## src/rtl/ch0re_ifetch_if.sv

```systemverilog
// Fetch-unit bus: instruction-memory port plus the valid/ready link to decode.
// master = fetch unit side, slave = memory/decode side.
interface ch0re_ifetch_if #(
    parameter int IMEM_ADDR_WIDTH = 11
);
    logic                       o_imem_ren;
    logic [IMEM_ADDR_WIDTH-1:0] o_imem_addr;
    logic [31:0]                i_imem_rdata;
    logic                       i_redirect;
    logic [63:0]                i_redirect_pc;
    logic                       o_valid;
    logic                       i_ready;
    logic [63:0]                o_pc;
    logic [31:0]                o_instr;
    logic                       o_misaligned;

    modport master (
        output o_imem_ren, o_imem_addr, o_valid, o_pc, o_instr, o_misaligned,
        input  i_imem_rdata, i_redirect, i_redirect_pc, i_ready
    );

    modport slave (
        input  o_imem_ren, o_imem_addr, o_valid, o_pc, o_instr, o_misaligned,
        output i_imem_rdata, i_redirect, i_redirect_pc, i_ready
    );
endinterface

```

## src/rtl/ch0re_ifetch.sv

```systemverilog
// ch0re RV64I instruction fetch: credit-limited requests to a 1-cycle imem,
// 2-entry output buffer, redirect flush and misaligned-target trap reporting.
module ch0re_ifetch #(
    parameter int          IMEM_ADDR_WIDTH = 11,
    parameter logic [63:0] RESET_PC        = 64'h0
) (
    input logic            clk,
    input logic            rst,
    ch0re_ifetch_if.master bus
);
    typedef enum logic [1:0] {RUN, TRAP, HALT} state_t;

    state_t      state;
    logic [63:0] pc;
    logic [63:0] trap_pc;
    logic [63:0] inflight_pc;
    logic        inflight;

    logic [63:0] buf_pc    [2];
    logic [31:0] buf_instr [2];
    logic        rd_ptr;
    logic        wr_ptr;
    logic [1:0]  occ;

    logic        redir_ok;
    logic        redir_bad;
    logic        pop;
    logic        pop_run;
    logic        push;
    logic        issue;
    logic        credits_full;
    logic [2:0]  credit_sum;
    logic [63:0] issue_pc;

    always_comb begin
        redir_ok     = bus.i_redirect && (bus.i_redirect_pc[1:0] == 2'b00);
        redir_bad    = bus.i_redirect && (bus.i_redirect_pc[1:0] != 2'b00);
        issue_pc     = bus.i_redirect ? bus.i_redirect_pc : pc;
        credit_sum   = {1'b0, occ} + {2'b00, inflight};
        credits_full = (credit_sum >= 3'd2);

        // A redirect cycle never presents anything, so it can never pop.
        bus.o_valid  = !rst && !bus.i_redirect &&
                       ((state == RUN && occ != 2'd0) || state == TRAP);
        pop          = bus.o_valid && bus.i_ready;
        pop_run      = pop && (state == RUN);
        push         = (state == RUN) && inflight && !bus.i_redirect;

        // With full credits, a same-cycle pop frees the slot the response will need.
        issue        = !rst && (redir_ok ||
                       (state == RUN && !bus.i_redirect && (!credits_full || pop)));

        bus.o_imem_ren   = issue;
        bus.o_imem_addr  = issue_pc[IMEM_ADDR_WIDTH+1:2];
        bus.o_misaligned = bus.o_valid && (state == TRAP);
        bus.o_pc         = '0;
        bus.o_instr      = '0;
        if (bus.o_valid) begin
            if (state == TRAP) begin
                bus.o_pc    = trap_pc;
                bus.o_instr = 32'h0000_0013;
            end else begin
                bus.o_pc    = buf_pc[rd_ptr];
                bus.o_instr = buf_instr[rd_ptr];
            end
        end
    end

    always_ff @(posedge clk) begin
        if (rst) begin
            state       <= RUN;
            pc          <= {RESET_PC[63:2], 2'b00};
            trap_pc     <= '0;
            inflight_pc <= '0;
            inflight    <= 1'b0;
            occ         <= '0;
            rd_ptr      <= 1'b0;
            wr_ptr      <= 1'b0;
        end else begin
            if (issue) begin
                pc          <= issue_pc + 64'd4;
                inflight_pc <= issue_pc;
            end
            inflight <= issue;

            if (bus.i_redirect) begin
                occ    <= '0;
                rd_ptr <= 1'b0;
                wr_ptr <= 1'b0;
            end else begin
                if (push)
                    wr_ptr <= ~wr_ptr;
                if (pop_run)
                    rd_ptr <= ~rd_ptr;
                occ <= occ + {1'b0, push} - {1'b0, pop_run};
            end

            if (redir_ok) begin
                state <= RUN;
            end else if (redir_bad) begin
                state   <= TRAP;
                trap_pc <= bus.i_redirect_pc;
            end else if (state == TRAP && pop) begin
                state <= HALT;
            end
        end
    end

    always_ff @(posedge clk) begin
        if (push) begin
            buf_pc[wr_ptr]    <= inflight_pc;
            buf_instr[wr_ptr] <= bus.i_imem_rdata;
        end
    end

    overflow_chk: assert property (@(posedge clk) disable iff (rst)
        !(push && occ == 2'd2 && !pop));

endmodule

```

## src/flat_wrapper.sv

```systemverilog
// flat-port wrapper written by rule: the top's interface ports become plain ports
module ch0re_ifetch_flat 
#(
    parameter int          IMEM_ADDR_WIDTH = 11,
    parameter logic [63:0] RESET_PC        = 64'h0
)
  (clk, rst, bus_o_imem_ren, bus_o_imem_addr, bus_o_valid, bus_o_pc, bus_o_instr, bus_o_misaligned, bus_i_imem_rdata, bus_i_redirect, bus_i_redirect_pc, bus_i_ready);
  ch0re_ifetch_if #(.IMEM_ADDR_WIDTH(IMEM_ADDR_WIDTH)) bus_i ();
  input logic clk;
  input logic rst;
  output wire logic [$bits(bus_i.o_imem_ren)-1:0] bus_o_imem_ren;
  output wire logic [$bits(bus_i.o_imem_addr)-1:0] bus_o_imem_addr;
  output wire logic [$bits(bus_i.o_valid)-1:0] bus_o_valid;
  output wire logic [$bits(bus_i.o_pc)-1:0] bus_o_pc;
  output wire logic [$bits(bus_i.o_instr)-1:0] bus_o_instr;
  output wire logic [$bits(bus_i.o_misaligned)-1:0] bus_o_misaligned;
  input wire logic [$bits(bus_i.i_imem_rdata)-1:0] bus_i_imem_rdata;
  input wire logic [$bits(bus_i.i_redirect)-1:0] bus_i_redirect;
  input wire logic [$bits(bus_i.i_redirect_pc)-1:0] bus_i_redirect_pc;
  input wire logic [$bits(bus_i.i_ready)-1:0] bus_i_ready;
  assign bus_o_imem_ren = bus_i.o_imem_ren;
  assign bus_o_imem_addr = bus_i.o_imem_addr;
  assign bus_o_valid = bus_i.o_valid;
  assign bus_o_pc = bus_i.o_pc;
  assign bus_o_instr = bus_i.o_instr;
  assign bus_o_misaligned = bus_i.o_misaligned;
  assign bus_i.i_imem_rdata = bus_i_imem_rdata;
  assign bus_i.i_redirect = bus_i_redirect;
  assign bus_i.i_redirect_pc = bus_i_redirect_pc;
  assign bus_i.i_ready = bus_i_ready;
  ch0re_ifetch #(.IMEM_ADDR_WIDTH(IMEM_ADDR_WIDTH), .RESET_PC(RESET_PC)) u_core (.clk(clk), .rst(rst), .bus(bus_i));
endmodule
```

## config.mk

```make
export PLATFORM = sky130hd
export DESIGN_NAME = ch0re_ifetch_flat
export DESIGN_NICKNAME = d
export VERILOG_FILES = /design/src/rtl/ch0re_ifetch_if.sv /design/src/rtl/ch0re_ifetch.sv /design/src/flat_wrapper.sv
export SDC_FILE = /design/constraint.sdc
export NUM_CORES = 1
export LEC_CHECK = 0
export ABC_AREA = 1
export CORE_UTILIZATION = 55
export CTS_BUF_LIST = sky130_fd_sc_hd__clkbuf_4 sky130_fd_sc_hd__clkbuf_8
export DETAILED_ROUTE_END_ITERATION = 8
export GPL_ROUTABILITY_DRIVEN = 0
export GPL_TIMING_DRIVEN = 0
export PLACE_DENSITY = 0.86
export SETUP_SLACK_MARGIN = 0.15
export SLEW_MARGIN = 25
export SYNTH_ARGS = -nofsm -noshare
export SYNTH_HDL_FRONTEND = slang
export SYNTH_SLANG_ARGS = --single-unit
```

## constraint.sdc

```tcl
create_clock -name clk -period 18.7 [get_ports clk]
set_clock_uncertainty 0.05 [all_clocks]
set_input_delay 2.805 -clock clk [delete_from_list [all_inputs] [get_ports clk]]
set_output_delay 2.805 -clock clk [all_outputs]
set_load 0.01 [all_outputs]
```

* After elaboration in Yosys (flattened, before gate mapping) *
Memories as Yosys holds them, arrays and structs flattened. A register that Yosys moved wholly into a read port is not among the register bits.
Index checks and enable logic that the tools add are counted.

word-level totals
  register bits after elaboration = 199
  memory bits (writable) = 192
  input port bits = 100
  output and inout bits = 110
  logic and storage cells = 62
  memories = 2

memory list
  memory            depth  width  read ports  clocked after memory_dff  wr ports  RTL line            text
  u_core.buf_pc     2      64     1           1                         1         ch0re_ifetch.sv:19  logic [63:0] buf_pc [2];
  u_core.buf_instr  2      32     1           1                         1         ch0re_ifetch.sv:20  logic [31:0] buf_instr [2];

operators by class
  add/subtract/negate cells = 4
  $lt $le $gt $ge = 1
  equality and inequality tests = 1
  mux-type cells = 13
  bitwise logic cells = 3
  reduce and logical (&&, ||, !) cells = 29

operators by type and width
  operator               number
  $mux 64                3
  $add 64x3->64 const B  1
  $mux 32                2
  $logic_and 1x1->1      14
  $mux 1                 8
  $reduce_bool 2->1      3
  $logic_not 2->1        2
  $reduce_or 2->1        2
  $add 2x1->3            1
  $ge 3x2->1 const B     1
  $logic_not 1->1        3
  $logic_or 1x1->1       3
  $not 1->1              3
  $reduce_or 3->1        1
  $add 2x1->2            1
  $eq 2x1->1 const B     1
  $reduce_and 2->1       1
  $sub 2x1->2            1

* Longest topological paths before layout *
  depth in word-level cells = 9
  depth in mapped cells = 17
  gate-level depth less buffers = 14

* Worst setup path before layout *
No wires, ideal clock.

  path type = input-to-reg
  from = in bus_i_redirect
  to = mem u_core.buf_instr[0][0], enable pin
  library setup time = 0.551 ns
  data arrival time = 7.593 ns
  data required time = 18.099 ns
  path slack = 10.505 ns
  stages = 6
  path through = buf_6 buf_4 buf_2 nor3_1 inv_1 nor2_1

between the ends
  cells in the longest elaborated chain, start to end = 4

ends and longest elaborated chain
  element                       RTL line             text
  start: declaration            flat_wrapper.sv:18   input wire logic [$bits(bus_i.i_redirect)-1:0] bus_i_redirect;
  $logic_not 1->1               ch0re_ifetch.sv:47   push = (state == RUN) && inflight && !bus.i_redirect;
  $logic_and 1x1->1             ch0re_ifetch.sv:47
  named net u_core.push         ch0re_ifetch.sv:29   logic push;
  $mux 1                        ch0re_ifetch.sv:110  if (push) begin
  $mux 1 (implied by the code)  ch0re_ifetch.sv:112  buf_instr[wr_ptr] <= bus.i_imem_rdata;
  end: declaration              ch0re_ifetch.sv:20

The timed path passes the listed nets, and every way through them passes these cells.

* Worst setup path after layout *
  from = in rst
  to = out bus_o_pc[36]

between the ends
  cells in the longest elaborated chain, start to end = 4

ends and longest elaborated chain
  element                          RTL line            text
  start: declaration               flat_wrapper.sv:10  input logic rst;
  $logic_not 1->1                  ch0re_ifetch.sv:43  bus.o_valid = !rst && !bus.i_redirect &&
  $logic_and 1x1->1 (2 in series)  ch0re_ifetch.sv:43
  $mux 64                          ch0re_ifetch.sv:58  if (bus.o_valid) begin
  end: declaration                 flat_wrapper.sv:14  output wire logic [$bits(bus_i.o_pc)-1:0] bus_o_pc;

No other way between the ends.

==> results.rst <==
.. list-table::
   :header-rows: 1

   * - Metric
     - Value
   * - Highest-delay cell along the critical path
     - sky130_fd_sc_hd__clkdlybuf4s50_1
   * - Worst-Margin Slew
     - about 1.1 ns
   * - Commonest non-fill, non-tap cells in the layout
     - 908 x sky130_fd_sc_hd__nand2_1, 207 x sky130_fd_sc_hd__clkdlybuf4s50_1, 198 x sky130_fd_sc_hd__dfxtp_1
   * - Maximum Capacitance Violations
     - 0
   * - Number of H-tree levels
     - 2
   * - Clock latency at the later pin of the worst-skew pair
     - approximately 0.62 ns
   * - Highest cell delay on the worst timing path
     - 0.58 ns
   * - Share of synthesized area occupied by flip-flops and latches
     - 0.557
   * - Full die area
     - 32500 µm²
   * - IR drop worst, VDD
     - 59.2 µV
   * - Rel. slew slack
     - 0.275
   * - Number of hold violations in the final report
     - 0
   * - Global-route wire length before repair
     - 81800 µm
   * - Highest Clock Rate
     - roughly 0.12 GHz
   * - Post-CTS Resized
     - 0
   * - Path category of the worst min-delay check
     - reg -> reg
   * - Startpoint type of the worst setup path
     - input port
   * - Via density per instance
     - 5.61
   * - Final clock period utilization by the worst path
     - 0.434
   * - Maximum number of pins on one net before global-route repair
     - 25
   * - Number of global-route vias before repair
     - 15800
   * - Worst R2R Setup Slack
     - 16.31 ns
   * - Routed WL per cell
     - 18.4 µm
   * - Remaining routing DRC violations
     - 0
   * - Worst setup EP type
     - output port
   * - Total count of max-transition violations in the final report
     - 0
   * - Area growth from synthesis to final layout
     - 23.3%
   * - Number of antenna violations at the first check in global routing
     - 0
   * - Sequential cell area in the final layout
     - 9730 µm²
   * - Origin of the worst setup path
     - rst
   * - Deepest clock path buffer count
     - 3
   * - Lkg Pwr
     - 8.69 nW
   * - CTS Root Buffer Type
     - sky130_fd_sc_hd__clkbuf_8
   * - Total length of routed met2 wires
     - 24500 µm
   * - Number of core rows
     - 64
   * - Startpoint of the lowest-slack register-to-register path
     - u_core.state[1]
   * - Status
     - finished clean
   * - Cell area power density
     - 88.4 nW/µm²
   * - # fillers
     - 2312
   * - Cell count after synthesis
     - about 2200
   * - Number of hold-repair buffers added at the cts stage
     - 0
   * - CTS buffer count
     - 59
   * - Number of warnings printed during yosys synthesis
     - 0
   * - Number of buffers added on ports
     - 207
   * - Setup ws final
     - 10.58 ns
   * - Worst-path maximum fanout
     - 10
   * - Mapped Nets
     - 2255
   * - Commonest non-fill, non-tap cell in the layout
     - sky130_fd_sc_hd__nand2_1
   * - Tightest hold margin
     - 0.401 ns
   * - Setup Total Neg Slack
     - 0 ns
   * - Synth unique cells
     - 31
   * - Hold path startpoint
     - u_core.inflight_pc[33]
   * - CTS clock-pin slew for the worst setup and hold paths
     - 0.06 ns
   * - Die height
     - 180 µm
   * - Wl on met1
     - approximately 21000 µm
   * - Clock tree from TritonCTS
     - built
   * - Number of failing setup endpoints in the final timing report
     - 0
   * - Flip-flop and latch count after synthesis
     - 390
   * - Final wirelength
     - ~53000 µm
   * - Setup slack after placement
     - 10.65 ns
   * - Post-Synthesis Mean Instance Area
     - 8.11 µm²
   * - Setup repair after global routing missed its margin
     - false
   * - Core outline area
     - slightly above 30000 µm²
   * - R2R Path End
     - u_core.buf_pc[1][39]
   * - Post-synth design cell area
     - 17500 µm²
   * - Via Count
     - 16100
   * - Finished Cell Area
     - 21500 µm²
   * - Drt initial violations
     - 1787
   * - Depth of the worst register-to-register path
     - 7
   * - Die Width
     - ~180 µm
   * - Highest routed layer
     - met4
   * - Final net count
     - 2531
   * - Kind of critical path
     - in -> out
   * - Critical-path cell list
     - buf_2, nor2_2, nand3_2, inv_1, buf_2, clkbuf_1, o21ai_0, a31oi_1, clkdlybuf4s50_1
   * - Antenna Diode Count
     - 0
   * - Family with the most delay on the worst path
     - buffers and inverters
   * - Worst hold stages
     - 0
   * - Total gr overflow
     - 0
   * - Sum of net half-perimeters after detailed placement
     - 38400 µm
   * - Area taken by multi-input logic gates
     - 6600 µm²
   * - Sinks on the clock net
     - 390
   * - Routed wire length on met3
     - 5140 µm
   * - Total global-route track usage
     - 0.318
   * - Data arrival time of the critical path
     - 5.27 ns
   * - Detailed-routing iteration count for the pre-antenna-repair pass
     - 8
   * - Critical path required time
     - between 15 and 20 ns
   * - Placement Cell Area
     - 20200 µm²
   * - Post-layout min period
     - 8.12 ns
   * - Starting utilization of the core area
     - 0.565
   * - Ratio of cells with drive above 1 in the final layout
     - 0.0904
   * - Worst path most repeated cell
     - sky130_fd_sc_hd__buf_2
   * - Number of routed nets with antenna violations
     - 0
   * - Top-Level Pins
     - 210
   * - Endpoint with the worst hold slack
     - u_core.buf_pc[1][33]
   * - CP bufs+invs
     - 5
   * - Number of buffers added for setup after CTS
     - 0
-- through the flow --
stage | instances | total power (W) | util
3_5_place_dp | 2763 | 0.00116 | 0.655
5_1_grt | 2875 | 0.00196 | 0.697
4_1_cts | 2875 | 0.00190 | 0.697
2_1_floorplan | 2152 | 0.00107 | -
3_3_place_gp | 2755 | 0.00115 | 0.648
6_report | 2875 | 0.00190 | 0.697
-- layer usage --
layer  global-route usage  vias to the layer above
met4                0.154                        0
met2                0.532                      947
met1                0.398                     7488
met3               0.0578                      165
li1                     -                     7515
met5                    0                        -
-- sequential cells by signal, summed over array words and instances (netlist names), named ones only --
signal              count
u_core.buf_instr       64
u_core.state            2
u_core.trap_pc         64
u_core.buf_pc         128
u_core.wr_ptr           1
u_core.inflight_pc     64
u_core.rd_ptr           1
u_core.inflight         1
u_core.pc              62
u_core.occ              2
-- cells by family after synthesis --
| group | share of synthesized area |
|---|---|
| flops | 0.557 |
| compound gates | 0.0968 |
| fa+ha+maj | 0.00215 |
| xor+xnor | 0.0150 |
| simple gates | 0.263 |
| buf+inv | 0.0659 |
-- how the worst max path moves through the flow --
| stage | endpoint | cells after the start |
|---|---|---|
| after global placement | u_core.buf_pc[1][35] | 6 |
| after CTS | bus_o_pc[51] | 9 |
| final | bus_o_pc[36] | 9 |
| after detailed placement | bus_o_pc[51] | 9 |
| after floorplan | u_core.buf_instr[0][0] | 6 |
| after global routing | bus_o_pc[59] | 9 |
-- cells in the mapped netlist, drive strengths merged --
cell / number / area share
or2: 1 / 0.00036
inv: 139 / 0.030
xnor2: 14 / 0.0070
nor2: 150 / 0.036
buf: 50 / 0.021
o22ai: 8 / 0.0029
nand4: 5 / 0.0018
ha: 3 / 0.0021
a31oi: 67 / 0.024
edfxtp: 192 / 0.33
nor3: 3 / 0.00086
o21bai: 8 / 0.0034
nand3: 65 / 0.020
dfxtp: 198 / 0.23
clkbuf: 69 / 0.015
clkinv: 1 / 0.00021
a21oi: 94 / 0.027
o21ai: 138 / 0.040
nand2: 931 / 0.20
xor2: 16 / 0.0080
-- final cells by class --
class	count	share of cell area
plain buffers	119	0.0289
inverters	140	0.0245
repair buffers	215	0.105
multi-input cells	1503	0.306
well taps	396	0.0230
clock buffers	91	0.0526
flip-flops and latches	390	0.452
clock inverters	21	0.00738
-- where the power goes --
group / total, W / internal (W) / switching, W
logic: 0.000200 / 0.0000742 / 0.000126
registers: 0.000950 / 0.000932 / 0.0000186
clock network: 0.000754 / 0.000415 / 0.000339
total: 0.00190 / 0.00142 / 0.000484
Power figures use the tool's default switching activity.
